`config.mk`:
```
export PLATFORM = sky130hd
export DESIGN_NAME = clk_burst_sched_flat
export DESIGN_NICKNAME = d
export VERILOG_FILES = /design/src/rtl/clk_burst_sched_if.sv /design/src/rtl/clk_burst_sched.sv /design/src/flat_wrapper.sv
export SDC_FILE = /design/constraint.sdc
export NUM_CORES = 1
export LEC_CHECK = 0
export CORE_ASPECT_RATIO = 1.5
export CORE_MARGIN = 2
export CORE_UTILIZATION = 28
export CTS_CLUSTER_DIAMETER = 80
export DETAILED_ROUTE_END_ITERATION = 16
export PLACE_DENSITY = 0.52
export SETUP_SLACK_MARGIN = 0.4
export SLEW_MARGIN = 20
export SYNTH_ARGS = -nofsm -noshare
export SYNTH_HDL_FRONTEND = slang
export SYNTH_SLANG_ARGS = --single-unit
```
`constraint.sdc`:
```
create_clock -name clk -period 2.3 [get_ports clk]
set_input_delay 0.23 -clock clk [delete_from_list [all_inputs] [get_ports clk]]
set_output_delay 0.23 -clock clk [all_outputs]
set_load 0.02 [all_outputs]
```
`src/rtl/clk_burst_sched_if.sv`:
```
// Request/grant and strobe-clock bundle shared between requesters and the
// burst clock scheduler.
interface clk_burst_sched_if #(
  parameter int unsigned N_REQ   = 4,
  parameter int unsigned HALF_W  = 4,
  parameter int unsigned BURST_W = 8
) ();
  logic [N_REQ-1:0]   req;
  logic [HALF_W-1:0]  half_period;
  logic [BURST_W-1:0] burst_len;
  logic [N_REQ-1:0]   gnt;
  logic               busy;
  logic               clk_out;
  logic               edge_rise;
  logic               done;

  modport master (
    output req, half_period, burst_len,
    input  gnt, busy, clk_out, edge_rise, done
  );

  modport slave (
    input  req, half_period, burst_len,
    output gnt, busy, clk_out, edge_rise, done
  );
endinterface

```
`src/rtl/clk_burst_sched.sv`:
```
// Round-robin shared divided-clock generator: grants one requester a burst of
// whole clk_out periods and never truncates a high phase.
module clk_burst_sched #(
  parameter int unsigned N_REQ   = 4,
  parameter int unsigned HALF_W  = 4,
  parameter int unsigned BURST_W = 8
) (
  input logic             clk,
  input logic             rst,
  clk_burst_sched_if.slave bus
);
  localparam int unsigned IDX_W = (N_REQ > 1) ? $clog2(N_REQ) : 1;

  typedef enum logic {IDLE, RUN} state_t;

  state_t             state_q, state_d;
  logic [N_REQ-1:0]   gnt_q, gnt_d;
  logic               busy_q, busy_d;
  logic               clk_out_q, clk_out_d;
  logic               edge_rise_q, edge_rise_d;
  logic               done_q, done_d;
  logic [HALF_W-1:0]  hcnt_q, hcnt_d;
  logic [HALF_W-1:0]  hp_q, hp_d;
  logic [BURST_W-1:0] pcnt_q, pcnt_d;
  logic [IDX_W-1:0]   rr_q, rr_d;
  logic [IDX_W-1:0]   owner_q, owner_d;
  logic               drain_q, drain_d;

  logic [IDX_W-1:0]   cand;
  logic [IDX_W-1:0]   win_idx;
  logic               win_found;
  logic               req_lost;
  logic               finish;

  // First set request at or after rr_q, wrapping.
  always_comb begin
    win_found = 1'b0;
    win_idx   = '0;
    cand      = '0;
    for (int unsigned k = 0; k < N_REQ; k++) begin
      cand = IDX_W'((32'(rr_q) + k) % N_REQ);
      if (!win_found && bus.req[cand]) begin
        win_found = 1'b1;
        win_idx   = cand;
      end
    end
  end

  assign req_lost = ~bus.req[owner_q];

  // Next-state and registered-output values.
  always_comb begin
    state_d     = state_q;
    gnt_d       = gnt_q;
    busy_d      = busy_q;
    clk_out_d   = clk_out_q;
    edge_rise_d = 1'b0;
    done_d      = 1'b0;
    hcnt_d      = hcnt_q;
    hp_d        = hp_q;
    pcnt_d      = pcnt_q;
    rr_d        = rr_q;
    owner_d     = owner_q;
    drain_d     = drain_q;
    finish      = 1'b0;

    case (state_q)
      IDLE: begin
        if (win_found) begin
          state_d = RUN;
          gnt_d   = N_REQ'(1) << win_idx;
          busy_d  = 1'b1;
          hcnt_d  = '0;
          hp_d    = (bus.half_period == '0) ? HALF_W'(1) : bus.half_period;
          pcnt_d  = (bus.burst_len == '0) ? BURST_W'(1) : bus.burst_len;
          owner_d = win_idx;
          rr_d    = (win_idx == IDX_W'(N_REQ - 1)) ? '0 : win_idx + IDX_W'(1);
          drain_d = 1'b0;
        end
      end

      RUN: begin
        if (req_lost && !clk_out_q) begin
          finish = 1'b1;
        end else if (hcnt_q == hp_q - HALF_W'(1)) begin
          hcnt_d = '0;
          if (clk_out_q) begin
            clk_out_d = 1'b0;
            pcnt_d    = pcnt_q - BURST_W'(1);
            if (pcnt_q == BURST_W'(1) || drain_q || req_lost) begin
              finish = 1'b1;
            end
          end else begin
            clk_out_d   = 1'b1;
            edge_rise_d = 1'b1;
          end
        end else begin
          hcnt_d = hcnt_q + HALF_W'(1);
          // Owner dropped during a high phase: let it complete, then stop.
          if (req_lost) begin
            drain_d = 1'b1;
          end
        end

        if (finish) begin
          state_d   = IDLE;
          gnt_d     = '0;
          busy_d    = 1'b0;
          done_d    = 1'b1;
          clk_out_d = 1'b0;
          hcnt_d    = '0;
          pcnt_d    = '0;
          drain_d   = 1'b0;
        end
      end

      default: state_d = IDLE;
    endcase
  end

  always_ff @(posedge clk) begin
    if (rst) begin
      state_q     <= IDLE;
      gnt_q       <= '0;
      busy_q      <= 1'b0;
      clk_out_q   <= 1'b0;
      edge_rise_q <= 1'b0;
      done_q      <= 1'b0;
      hcnt_q      <= '0;
      hp_q        <= '0;
      pcnt_q      <= '0;
      rr_q        <= '0;
      owner_q     <= '0;
      drain_q     <= 1'b0;
    end else begin
      state_q     <= state_d;
      gnt_q       <= gnt_d;
      busy_q      <= busy_d;
      clk_out_q   <= clk_out_d;
      edge_rise_q <= edge_rise_d;
      done_q      <= done_d;
      hcnt_q      <= hcnt_d;
      hp_q        <= hp_d;
      pcnt_q      <= pcnt_d;
      rr_q        <= rr_d;
      owner_q     <= owner_d;
      drain_q     <= drain_d;
    end
  end

  assign bus.gnt       = gnt_q;
  assign bus.busy      = busy_q;
  assign bus.clk_out   = clk_out_q;
  assign bus.edge_rise = edge_rise_q;
  assign bus.done      = done_q;
endmodule
```
`src/flat_wrapper.sv`:
```
// flat-port wrapper written by rule: the top's interface ports become plain ports
module clk_burst_sched_flat 
#(
  parameter int unsigned N_REQ   = 4,
  parameter int unsigned HALF_W  = 4,
  parameter int unsigned BURST_W = 8
)
  (clk, rst, bus_req, bus_half_period, bus_burst_len, bus_gnt, bus_busy, bus_clk_out, bus_edge_rise, bus_done);
  clk_burst_sched_if #(.N_REQ(N_REQ), .HALF_W(HALF_W), .BURST_W(BURST_W)) bus_i ();
  input logic clk;
  input logic rst;
  input wire logic [$bits(bus_i.req)-1:0] bus_req;
  input wire logic [$bits(bus_i.half_period)-1:0] bus_half_period;
  input wire logic [$bits(bus_i.burst_len)-1:0] bus_burst_len;
  output wire logic [$bits(bus_i.gnt)-1:0] bus_gnt;
  output wire logic [$bits(bus_i.busy)-1:0] bus_busy;
  output wire logic [$bits(bus_i.clk_out)-1:0] bus_clk_out;
  output wire logic [$bits(bus_i.edge_rise)-1:0] bus_edge_rise;
  output wire logic [$bits(bus_i.done)-1:0] bus_done;
  assign bus_i.req = bus_req;
  assign bus_i.half_period = bus_half_period;
  assign bus_i.burst_len = bus_burst_len;
  assign bus_gnt = bus_i.gnt;
  assign bus_busy = bus_i.busy;
  assign bus_clk_out = bus_i.clk_out;
  assign bus_edge_rise = bus_i.edge_rise;
  assign bus_done = bus_i.done;
  clk_burst_sched #(.N_REQ(N_REQ), .HALF_W(HALF_W), .BURST_W(BURST_W)) u_core (.clk(clk), .rst(rst), .bus(bus_i));
endmodule
```
==> results.md, run 1 <==
- The share of the core filled with cells is 0.410.
- The number of top-level design ports is 26.
- For this run, the leading register cell type out of synthesis is sky130_fd_sc_hd__dfxtp_1.
- For the worst flop-to-flop path, the logic depth is 5.
- Compared with the post-synthesis result, the final layout area differs by 42.9%.
- The post-route worst setup slack is ~0.35 ns.
- Across every metal layer, demand over resource in global routing totals 0.166.
- In the layout the commonest cells are sky130_fd_sc_hd__dfxtp_1 (24), sky130_fd_sc_hd__buf_4 (23), sky130_fd_sc_hd__nand2_1 (22).
- The placeable core region is ~0.006 mm2.
- Ranked by total cell area, the synthesized netlist is headed by sky130_fd_sc_hd__dfxtp_1 (34%), sky130_fd_sc_hd__a21oi_1 (6.0%), sky130_fd_sc_hd__ha_1 (5.7%), sky130_fd_sc_hd__nand2_1 (5.2%), sky130_fd_sc_hd__nand3_1 (2.9%).
- Before antenna repair, the detailed router went through 4 iterations.
- For this run, global-route usage on met2 was measured as 0.284.
- The max-slew violation total from the final report is 0.
- The most critical setup path has its endpoint at u_core.pcnt_q[3].
- The endpoint type of the worst setup path is a flop.
- The flow ran to the end, and the final reports show no timing, DRC or antenna violations.
- The worst path needs a little under 2 ns of the cycle, external delays included.
- The number of global-route vias before repair is 1779.
- The leading area contributor after synthesis is sky130_fd_sc_hd__dfxtp_1.
- The detailed router finished its first iteration with 69 violations.
- The routed layout has 1816 vias.
- The class of the most critical hold timing path is reg -> reg.
- The H-tree generated during clock tree synthesis spans 2 levels.
- The maximum fanout along the worst path is 6.
- The tree is rooted in a sky130_fd_sc_hd__clkbuf_8.
- The endpoint of the worst register-to-register path is u_core.pcnt_q[3].
- The number of port buffers is 25.
- The share of the Yosys chip area taken by registers is 0.344.
- In this run, placement finished with an instance count of ~320.
- The placer's final routability congestion estimate is 0.863.
- The fraction of final layout cells with drive strength greater than 1 is 0.265.
- The required time at the worst-slack endpoint is about 2.5 ns.
- The number of nets handed over by synthesis was 237.
- VDD sags by at most 0.000256 V.
- The initial core utilization is 0.287.
- The filler cells instantiated in the layout total around 610.
- The average instance in the mapped netlist occupies 8.28 um2.
- TritonCTS built the clock tree.
- Detailed placement ended at an HPWL of between 3000 and 4000 um.
- The worst setup slack after placement is ~0.042 ns.
- The cell count after synthesis is ~210.
- For this run, asynchronously set or reset flops after synthesis account for 0.
- Summed over all cells, the static leakage comes to about 0.93 nW.
- Setup repair after global routing could not meet its margin everywhere.
- The global routing stage identified its most utilized layer as met2.
- The initial antenna violation count is 0.
- The count of nets left with antenna violations once routing finished came out at 0.
- The most critical setup path has its startpoint at u_core.pcnt_q[3].
- The detailed-route wire length is between 5000 and 6000 um.
- The netlist area before placement is 0.00175 mm2.
- The setup path with the least slack is of type reg -> reg.
- The final non-filler cell area is between 0.002 and 0.0025 mm2.
- The startpoint type of the worst setup path is a flop.
- Synthesis inferred 30 register bits.
- The chip width is between 60 and 70 um.
- The slew at the pin closest to its max-slew limit is about 0.83 ns.
- The fraction of the cycle the final worst path needs is 0.848.
- The headroom to the max-slew limit is 0.443.
- Yosys mapped a number of flops with a built-in enable equal to 0.
- The repair_antennas step left the layout with diodes totalling 0.
- The final number of hold-violating endpoints was 0.
- The final layout net count is roughly 290.
- The number of vias per cell is between 5 and 6.
- The number of buffers inserted during clock tree synthesis is 5.
- After the flow finishes, the layout carries non-filler instances totaling 334.
- The floorplan step defined a die boundary enclosing between 0.006 and 0.007 mm2.
- The share of synthesized area in the top cell type comes to 0.344.
- The number of rows in the core area is 35.
- Yosys printed 0 warnings.
- After clock tree synthesis, the clock-pin slew on the worst setup and hold paths is 0.07 ns.
- The largest net degree at the start of global routing is 15.
- The total placed instance area is roughly 0.0022 mm2.
- From bottom edge to top edge, the die measures ~100 um.
- After detailed routing, the number of remaining DRC violations is 0.
- In this run the critical register-to-register path is launched from u_core.pcnt_q[3].
- The slack of the worst reg-to-reg path is roughly 0.35 ns.
- Dividing total power by cell area gives a power density of around 650 mW/mm2.
- The number of clock sinks is 30.
- For the worst-skew pair, the clock arrives at the later sink with an insertion delay of around 0.29 ns.
- The overflow left after global routing is 0.
- The number of distinct standard cells referenced by the synthesized netlist is 49.
- The tool flagged a number of max-cap violations equal to 0.
- Data arrives at the worst endpoint at between 2 and 2.5 ns.
- The final-report setup violation count is 0.
- The worst clock skew is between 0.005 and 0.006 ns.
- The commonest non-fill, non-tap cell in the layout is sky130_fd_sc_hd__dfxtp_1.
- The routed wirelength normalized by instance count is 15.7 um.
- The final setup TNS is 0 ns.
- In this run the deepest clock path goes through 2 buffers.
- The global-route wire length before repair is approximately 8400 um.
- The met1 track demand over resource in global routing is 0.182.
- For met3 alone, demand over resource in global routing was 0.0335.
- The achievable frequency is between 500 and 600 MHz.
cell usage after synthesis, drive strengths merged (2+ instances only):
cell	number
nor3	10
or3	2
nor4	6
o311ai	5
clkbuf	4
a311oi	5
nand3b	2
a22oi	5
nand3	10
inv	12
and3	5
nand4	2
a31oi	2
nor2	14
ha	8
o21ai	8
a21oi	22
o311a	2
buf	5
xor2	3
xnor2	2
nand2	24
a211oi	5
o211ai	2
or4	3
dfxtp	30
power breakdown:
part | switching [W] | internal, W | total (W)
Sequential | 0.0000473 | 0.000566 | 0.000613
Combinational | 0.000260 | 0.000219 | 0.000479
Clock | 0.000215 | 0.000323 | 0.000538
Total | 0.000522 | 0.00111 | 0.00163
per-stage QoR:
step           hold WS (ns)  total power, W
6_report              0.476         0.00163
5_1_grt               0.511         0.00172
4_1_cts               0.482         0.00159
3_5_place_dp          0.472         0.00102
3_3_place_gp          0.461         0.00102
2_1_floorplan         0.354        0.000867
cell type report:
cell class,count,area [um2],share of cell area
flip-flops and latches,30,611,0.244
clock inverters,2,37.5,0.0150
clock buffers,6,72.6,0.0290
repair buffers,50,440,0.176
inverters,12,45.0,0.0180
well taps,74,92.6,0.0371
multi-input cells,160,1200,0.480
worst max-delay path: stages, from the launching register on:
cell and delay (ns):
sky130_fd_sc_hd__dfxtp_2 0.35, sky130_fd_sc_hd__or4_4 0.54, sky130_fd_sc_hd__o211ai_4 0.29, sky130_fd_sc_hd__a21oi_2 0.05
sky130_fd_sc_hd__o311a_1 0.35, sky130_fd_sc_hd__a221o_1 0.25
flip-flops by register name (all words and copies together), names as in the netlist, 2 cells and up:
name,flops
u_core.bus.gnt,4
u_core.hp_q,4
u_core.pcnt_q,8
u_core.hcnt_q,4
u_core.rr_q,2
u_core.owner_q,2
logic make-up (layout without fill, tap and decap cells):
group                      Yosys count  in the layout  share of synthesized area
and+or+nand+nor                     82             82                      0.241
xor gates and xnor gates             6              6                     0.0379
adders and majority gates            8              8                     0.0573
DFF                                 30             30                      0.344
muxes                                2              2                     0.0186
AOI/OAI and AO/OA                   62             62                      0.253
buffers and inverters               21             70                     0.0480
how the worst min path moves through the flow:
stage,startpoint,end,cells after the start
2_1_floorplan,bus_burst_len[6],u_core.pcnt_q[6],2
3_5_place_dp,u_core.rr_q[0],u_core.rr_q[0],2
4_1_cts,u_core.rr_q[0],u_core.rr_q[0],2
6_report,u_core.rr_q[0],u_core.rr_q[0],2
5_1_grt,u_core.owner_q[0],u_core.owner_q[0],2
3_3_place_gp,u_core.rr_q[0],u_core.rr_q[0],2
per-layer routing:
layer | share of wire | vias up
met1 | 0.40 | 866
met5 | 0 | -
li1 | - | 887
met3 | 0.036 | 17
met2 | 0.53 | 46
met4 | 0.040 | 0
timing repair:
| action | 4_1_cts | 5_1_grt |
|---|---|---|
| pin swaps | 6 | 6 |
| endpoints found under the hold margin | 0 | 0 |
| buffers inserted | 7 | 2 |
| resized for setup | 21 | 23 |
| hold buffers | 0 | 0 |
| endpoints found under the setup margin | 19 | 17 |
Note: power is estimated with default switching activity, not from simulation.
==> run 2: changes to the inputs <==
- PLACE_DENSITY: 0.52 -> 0.53
- clock period: 2.3 -> 1.6 ns (I/O delays scaled with it)
==> run 2 against run 1 <==
The flow now finishes with violations (setup timing). Core utilization increased by 13 points. Sequential power increased by 42%. Global-route usage increased by 2.4 points. Non-clock buffer count increased by 57. Wire length increased by 19%. Via count increased by 13%. Largest cell class unchanged.
==> results.md, run 2 (same netlist as run 1, synthesis figures left out) <==
- The flow ran to the end, but the final reports show violations.
- The final reports fail on setup timing.
- The H-tree generated during clock tree synthesis spans 2 levels.
- TritonCTS built the clock tree.
- The cell-internal power is 0.00186 W.
- The relative contribution of sequential cells to total power is 0.315.
- The most repeated library cell on the critical path is sky130_fd_sc_hd__buf_6.
- The antenna cell count is 0.
- Setup violations remaining at the end of the flow were counted as 21.
- Clock-pin slew was measured on the worst setup and hold paths at 0.07 ns.
- The overflow left after global routing is 0.
- The fraction of final layout cells with drive strength greater than 1 is 0.541.
- The number of filler instances in the final layout is approximately 540.
- Based on the critical path, the design can be clocked at up to a little over 500 MHz.
- After layout, the design draws a total of between 0.002 and 0.003 W.
- The pre-antenna-repair detailed-routing pass consisted of 4 iterations.
- For this run, design rule violations remaining after detail routing come to 0.
- The final number of hold-violating endpoints is 0.
- The routed wirelength normalized by instance count is between 15 and 20 um.
- The register with the most flip-flops in the final layout is u_core.pcnt_q.
- Between clock sinks in the finished design, the worst skew comes to around 0.0086 ns.
- The worst hold path passes through 3 cells.
- The routed layout has a little over 2000 vias.
- The number of clock sinks is 30.
- The fraction of the cycle the final worst path needs is 1.20.
- VDD sags by at most roughly 0.00058 V.
- The max-slew violation total from the final report is 0.
- The number of hold buffers added after CTS was 0.
- The critical path goes through inv_2 -> ha_4 -> or3b_4 -> o211ai_4 -> buf_6 -> nand4_1 -> buf_6 -> a22oi_2 -> o32ai_1.
- The startpoint type of the worst setup path is a flop.
- The library cells used most frequently in the layout, excluding fill and tap cells, are sky130_fd_sc_hd__buf_4 (59), sky130_fd_sc_hd__dfxtp_1 (21), sky130_fd_sc_hd__buf_6 (20).
- Setup repair after global routing could not meet its margin everywhere.
- Data on the critical path arrives at its endpoint at between 2 and 2.5 ns.
- In this run the core area contains 35 standard-cell rows.
- Measured in cells, the most critical reg-to-reg path has a length of 9.
- The maximum buffer depth of the clock tree is 2.
- Once layout is done, the placed cells without fillers occupy between 0.003 and 0.004 mm2.
- The endpoint type of the worst setup path is a flop.
- The combined flip-flop and latch cell area is a little over 600 um2.
- The share of total power dissipated in combinational logic is 0.403.
- The initial antenna violation count is 0.
- The chip width is about 70 um.
- The largest net degree at the start of global routing is 12.
- The number of DRC markers in iteration 0 is 103.
- The net switching component of the power is 0.000894 W.
- For this run, the total global-route usage over all layers was measured as 0.190.
- After layout, the worst setup slack is -0.328 ns.
- Leaving out fill and tap cells, the most frequent cell in the layout is sky130_fd_sc_hd__buf_4.
- The final layout net count is around 340.
- Of the total power, the clock network draws 0.282.
- The CTS root buffer is sky130_fd_sc_hd__clkbuf_8.
- Across the run, the number of max-cap violations was 0.
- The later pin in the worst-skew pair is clocked with a latency of a little under 0.3 ns.
- The number of global-route vias before repair is 2055.
- The detailed-route wire length is around 6200 um.
- The final period demand of the worst path is between 1.5 and 2 ns.
- Headroom to the max-slew limit came out at 0.655.
- Counting the buffers created by CTS gives 5.
- In this run the worst hold path is classified as in -> reg.
- Compared with the post-synthesis result, the final layout area differs by 88.8%.
- The kind of cell adding the most delay to the critical path is compound AO/OA/AOI/OAI gates.
- The full die area is between 0.006 and 0.007 mm2.
- For this configuration, the core starts out at a cell density of 0.287.
- The critical path is of the reg -> reg type.
- The total area inside the core boundary comes to 0.00609 mm2.
- In this run the worst path has a maximum fanout of 11.
- Of the total power, the share spent switching nets is 0.324.
- After legalization and detailed placement, the total HPWL measured a little over 4000 um.
- Final hold analysis gives a worst-case slack of 0.460 ns.
- The number of top-level design ports is 26.
- The floorplan step set the die height to a little over 100 um.
- The slew at the pin closest to its max-slew limit is slightly above 0.5 ns.
- The areal power density over the cells is approximately 840 mW/mm2.
- Summed over all cells, the static leakage comes to about 1.3 nW.
- The area taken by multi-input logic gates is around 0.0015 mm2.
- For this run, the slowest stage of the critical path takes 0.39 ns.
- The required time at the worst-slack endpoint is between 1.5 and 2 ns.
- After detailed placement, the total cell area comes to approximately 0.0026 mm2.
- Together, buffers and inverters on the worst path number 3.
- Using the TritonRoute via totals, the vias-per-cell ratio works out to 5.25.
- The post-detailed-route count of antenna-violating nets is 0.
- The placer's final routability congestion estimate is 0.841.
- The slowest stage of the critical path is the sky130_fd_sc_hd__or3b_4 cell.
- During placement, the flow inserted port buffers numbering 25.
- The critical path crosses 9 cells after its start point.
- The first global-routing pass estimated roughly 9800 um of wire.
- The register with the most flip-flops in the layout has 8 of them.
==> run 2: cell types whose count changed in the layout (fill, tap and decap cells not counted), moves of 4 or more <==
cell / before / now
sky130_fd_sc_hd__buf_6: 2 / 20
sky130_fd_sc_hd__nand2_2: 1 / 5
sky130_fd_sc_hd__a21oi_1: 20 / 10
sky130_fd_sc_hd__buf_4: 23 / 59
sky130_fd_sc_hd__a21oi_2: 2 / 12
sky130_fd_sc_hd__buf_12: 0 / 4
sky130_fd_sc_hd__a211oi_1: 5 / 1
sky130_fd_sc_hd__clkdlybuf4s50_1: 21 / 13
sky130_fd_sc_hd__nand2_1: 22 / 15
sky130_fd_sc_hd__a211oi_2: 0 / 4
==> run 2: worst paths after layout <==
path                            from  slack [ns]          endpoint
hold reg to reg       u_core.state_q        0.47   u_core.bus.busy
setup / recovery    u_core.pcnt_q[1]       -0.33  u_core.pcnt_q[2]
setup reg to reg    u_core.pcnt_q[1]       -0.33  u_core.pcnt_q[2]
hold / removal    bus_half_period[1]        0.46    u_core.hp_q[1]
==> run 2: metal layers <==
layer  GRT usage  vias up  part of all wire
met4      0.0815        0             0.033
met5           0        -                 0
met1       0.204      993              0.38
met3      0.0391       16             0.030
met2       0.344       47              0.55
li1            -     1003                 -
==> run 2: layout make-up <==
cell class	count	area share
clock buffer	6	0.0220
clock inverter	2	0.0114
inverter	12	0.0148
multi-input combinational	161	0.442
sequential	30	0.188
tap	74	0.0281
timing repair buffer	107	0.294
==> run 2: timing repair <==
action                     in CTS  in global routing
cloned                          1                  0
setup endpoints to repair      38                 31
pin swaps                      37                 17
gates resized for setup        95                 25
setup buffers                  17                  8
==> run 2: power groups by stage <==
stage	combinational, W	sequential [W]	clock (W)
finish	0.00111	0.000868	0.000778
global route	0.00120	0.000875	0.000819
CTS	0.00100	0.000865	0.000791
detailed placement	0.000794	0.000879	0
global placement	0.000793	0.000878	0
floorplan	0.000403	0.000894	0
==> run 2: through the flow <==
stage / TNS (ns) / instances / util / setup WS (ns)
6_report: -5.11 / 392 / 0.542 / -0.328
5_1_grt: -6.71 / 392 / 0.542 / -0.403
4_1_cts: -3.84 / 384 / 0.512 / -0.285
3_3_place_gp: -11.93 / 358 / 0.424 / -0.511
2_1_floorplan: -2.24 / 211 / - / -0.203
3_5_place_dp: -13.12 / 358 / 0.424 / -0.583
==> run 2: worst reg2reg max path, cell delays in order (launching register included) <==
cell                       delay [ns]
sky130_fd_sc_hd__dfxtp_2         0.32
sky130_fd_sc_hd__inv_2           0.07
sky130_fd_sc_hd__ha_4            0.12
sky130_fd_sc_hd__or3b_4          0.39
sky130_fd_sc_hd__o211ai_4        0.29
sky130_fd_sc_hd__buf_6           0.14
sky130_fd_sc_hd__nand4_1         0.08
sky130_fd_sc_hd__buf_6           0.17
sky130_fd_sc_hd__a22oi_2         0.12
sky130_fd_sc_hd__o32ai_1         0.10
==> run 3: changes to the inputs <==
- CORE_UTILIZATION: 28 -> 48
- PLACE_DENSITY: 0.53 -> 0.8
==> run 3 against run 2 <==
The run still ends with setup timing left. Via count is 15% higher. Sequential share of layout area is 0.59 points higher. Wire length is 37% higher. Largest cell class unchanged.
==> results.md, run 3 (same netlist as run 1, synthesis figures left out) <==
- The run finished, with violations left.
- The checks that failed: setup timing.
- The placeable core region is between 0.003 and 0.004 mm2.
- The register with the most flip-flops in the layout has 8 of them.
- In this run the power spent charging and discharging nets is 0.000994 W.
- Of the total power, the clock network draws 0.270.
- The largest individual stage delay along the critical path comes from the cell sky130_fd_sc_hd__or3b_4.
- The met1 track demand over resource in global routing is 0.416.
- Of the total power, the share spent switching nets is 0.358.
- The global routing usage summed across all routing layers is 0.388.
- Among the stages of the critical path, the cell type that occurs most often is sky130_fd_sc_hd__o311ai_1.
- The area overhead of the layout relative to synthesis is 82.0%.
- Max-cap violations in this run came to 0.
- Static timing analysis puts the maximum clock frequency at about 510 MHz.
- Across all layers, the routed design uses about 2400 vias.
- The number of global-route vias before repair was roughly 2400.
- For the pin with the worst max-slew slack, the measured transition is roughly 0.46 ns.
- The cell-internal power is 0.00179 W.
- In this design, the largest share of critical-path delay is due to compound AO/OA/AOI/OAI gates.
- After layout, the worst setup slack is -0.356 ns.
- For this design the ratio of total power to cell area is around 870 mW/mm2.
- The number of remaining DRC errors is 0.
- For the worst setup path, the data arrival time is 2.12 ns.
- The global routing's busiest layer is met2.
- The count of buffers added on input and output ports is 25.
- The number of buffers inserted during clock tree synthesis is 5.
- The instance count on the critical path is 8.
- The H-tree level count is 2.
- For this run, the slowest stage of the critical path takes 0.42 ns.
- In the final layout, the share of cells above drive strength 1 is 0.537.
- Counting the fill cells in the layout gives between 100 and 150.
- Leaving out fill and tap cells, the most frequent cell in the layout is sky130_fd_sc_hd__buf_4.
- The antenna cell count is 0.
- The first global-routing pass estimated 11800 um of wire.
- The largest register by flop count is u_core.pcnt_q.
- The fraction of the cycle the final worst path needs is 1.22.
- The signal on the critical path passes through inv_2 -> ha_4 -> or3b_4 -> o211ai_4 -> buf_6 -> nor2b_1 -> o311ai_1 -> o311ai_1.
- Hold repair after CTS inserted 0 buffers.
- Data on the critical path is required at its endpoint by 1.76 ns.
- The multi-input combinational cells in the finished layout cover a total of ~0.0015 mm2.
- The maximum buffer depth of the clock tree is 2.
- In this run the critical register-to-register path is launched from u_core.pcnt_q[1].
- Of all nets on the critical path, the largest fanout is 4.
- STA classifies the critical path endpoint as a flop.
- The final-report setup violation count is 22.
- The total placed instance area is ~0.0025 mm2.
- The final setup TNS is -6.05 ns.
- The routed design has roughly 8600 um of wire.
- The critical path starts at u_core.pcnt_q[1].
- The die is about 53 um wide.
- The met2 global-route usage is 0.660.
- The initial antenna violation count is 0.
- The post-detailed-route count of antenna-violating nets is 0.
- After routing the design area is ~0.0032 mm2.
- Entering global routing, the biggest net connects 18 pins.
- The CTS tree is built.
- The class of the most critical hold timing path is in -> reg.
- Measured in cells, the most critical reg-to-reg path has a length of 8.
- The final number of hold-violating endpoints is 0.
- The max-slew violation total from the final report is 0.
- The headroom to the max-slew limit is 0.687.
- At the end of the flow the core is filled with cells to 0.922.
- The finished layout holds around 350 standard cells, fillers aside.
- The relative contribution of sequential cells to total power is 0.316.
- The worst path in the final design needs a cycle of ~2 ns, including I/O delays and setup.
- The worst path buffer plus inverter count is 2.
- After the last flow step, the layout net total stands at about 330.
- The sequential cells in the finished layout cover a total of between 600 and 700 um2.
- In the layout the commonest cells are sky130_fd_sc_hd__buf_4 (56), sky130_fd_sc_hd__dfxtp_1 (22), sky130_fd_sc_hd__nand2_1 (15).
- In the routed layout, each cell is associated on average with a via count of about 6.8.
- The startpoint type of the worst setup path is a flop.
- The routed wirelength normalized by instance count is around 25 um.
- The combinational group share of total power is 0.414.
- Setup repair after global routing could not meet its margin everywhere.
- The critical path start-end classification is reg -> reg.
- The first routing iteration left ~190 violations.
- At the end of routability-driven placement, the weighted congestion stood at 0.946.
- Clock skew on the completed layout was measured at about 0.008 ns.
- The die height is 77.9 um.
- In the global route stage, met3 resource usage came out at 0.0981.
- The wire-length estimate of the detail-placed layout is between 4000 and 5000 um.
- The number of clock sinks is 30.
- The highest ir drop seen on vdd is about 0.00076 V.
- The worst hold path passes through 5 cells.
- The startpoint identified for the worst hold timing path is bus_req[1].
- The overflow left after global routing is 0.
- The floorplan has 26 rows.
- The register clock-pin slew on the reported worst setup and hold paths is around 0.07 ns.
- The worst setup slack after placement is -0.523 ns.
- Before antenna repair, the detailed router went through 5 iterations.
- The initial utilization of the core area, before any placement, comes to 0.507.
- The floorplan step defined a die boundary enclosing slightly above 0.004 mm2.
- The number of placed instances, taps included, is approximately 320.
- At the later pin of the worst-skew pair, clock insertion delay measures approximately 0.30 ns.
- In this run the static leakage power is approximately 1.3 nW.
- The tree is rooted in a sky130_fd_sc_hd__clkbuf_8.
- The number of top-level design ports is 26.
## run 3: changes by cell type in the layout (fill, tap and decap cells not counted), sizes merged
cell and delta:
clkbuf +2, dlygate4sd2 -1, buf -10, clkinvlp -1, bufinv -1, nand2 -1, clkdlybuf4s15 +1
## run 3: final timing paths
check,to,slack [ns]
worst max register to register,u_core.pcnt_q[7],-0.36
worst min register to register,u_core.bus.gnt[2],0.50
worst max-delay path,u_core.pcnt_q[7],-0.36
worst min-delay path,u_core.drain_q,0.38
## run 3: power groups by stage
stage                     sequential (W)  combinational, W  clock, W
after CTS                       0.000866          0.000941  0.000734
after detailed placement        0.000879          0.000766         0
after global placement          0.000875          0.000746         0
final                           0.000877           0.00115  0.000751
after floorplan                 0.000894          0.000403         0
after global routing            0.000881           0.00120  0.000776
## run 3: worst register-to-register path, stage by stage (launching register included)
cell	delay (ns)
sky130_fd_sc_hd__dfxtp_2	0.33
sky130_fd_sc_hd__inv_2	0.07
sky130_fd_sc_hd__ha_4	0.16
sky130_fd_sc_hd__or3b_4	0.42
sky130_fd_sc_hd__o211ai_4	0.25
sky130_fd_sc_hd__buf_6	0.15
sky130_fd_sc_hd__nor2b_1	0.04
sky130_fd_sc_hd__o311ai_1	0.25
sky130_fd_sc_hd__o311ai_1	0.15
## run 3: cell type report
class / count / area share
multi-input combinational: 160 / 0.469
timing repair buffer: 97 / 0.271
sequential: 30 / 0.194
clock buffer: 8 / 0.0346
tap: 42 / 0.0165
inverter: 12 / 0.0153
## run 3: per-layer routing
metal	vias up	routed length, um
li1	988	-
met1	1128	2910
met2	168	4150
met3	82	735
met4	0	753
met5	-	0
## run 3: metrics by stage
| step | hold slack [ns] | power [W] |
|---|---|---|
| after floorplan | 0.276 | 0.00130 |
| after global placement | 0.456 | 0.00162 |
| after detailed placement | 0.468 | 0.00164 |
| after CTS | 0.334 | 0.00254 |
| after global routing | 0.382 | 0.00286 |
| final | 0.385 | 0.00278 |
## run 3: timing repair
| action | 4_1_cts | 5_1_grt |
|---|---|---|
| gates cloned | 1 | 0 |
| pin swaps | 29 | 13 |
| endpoints found under the setup margin | 38 | 32 |
| gates resized for setup | 90 | 41 |
| setup buffers | 14 | 5 |
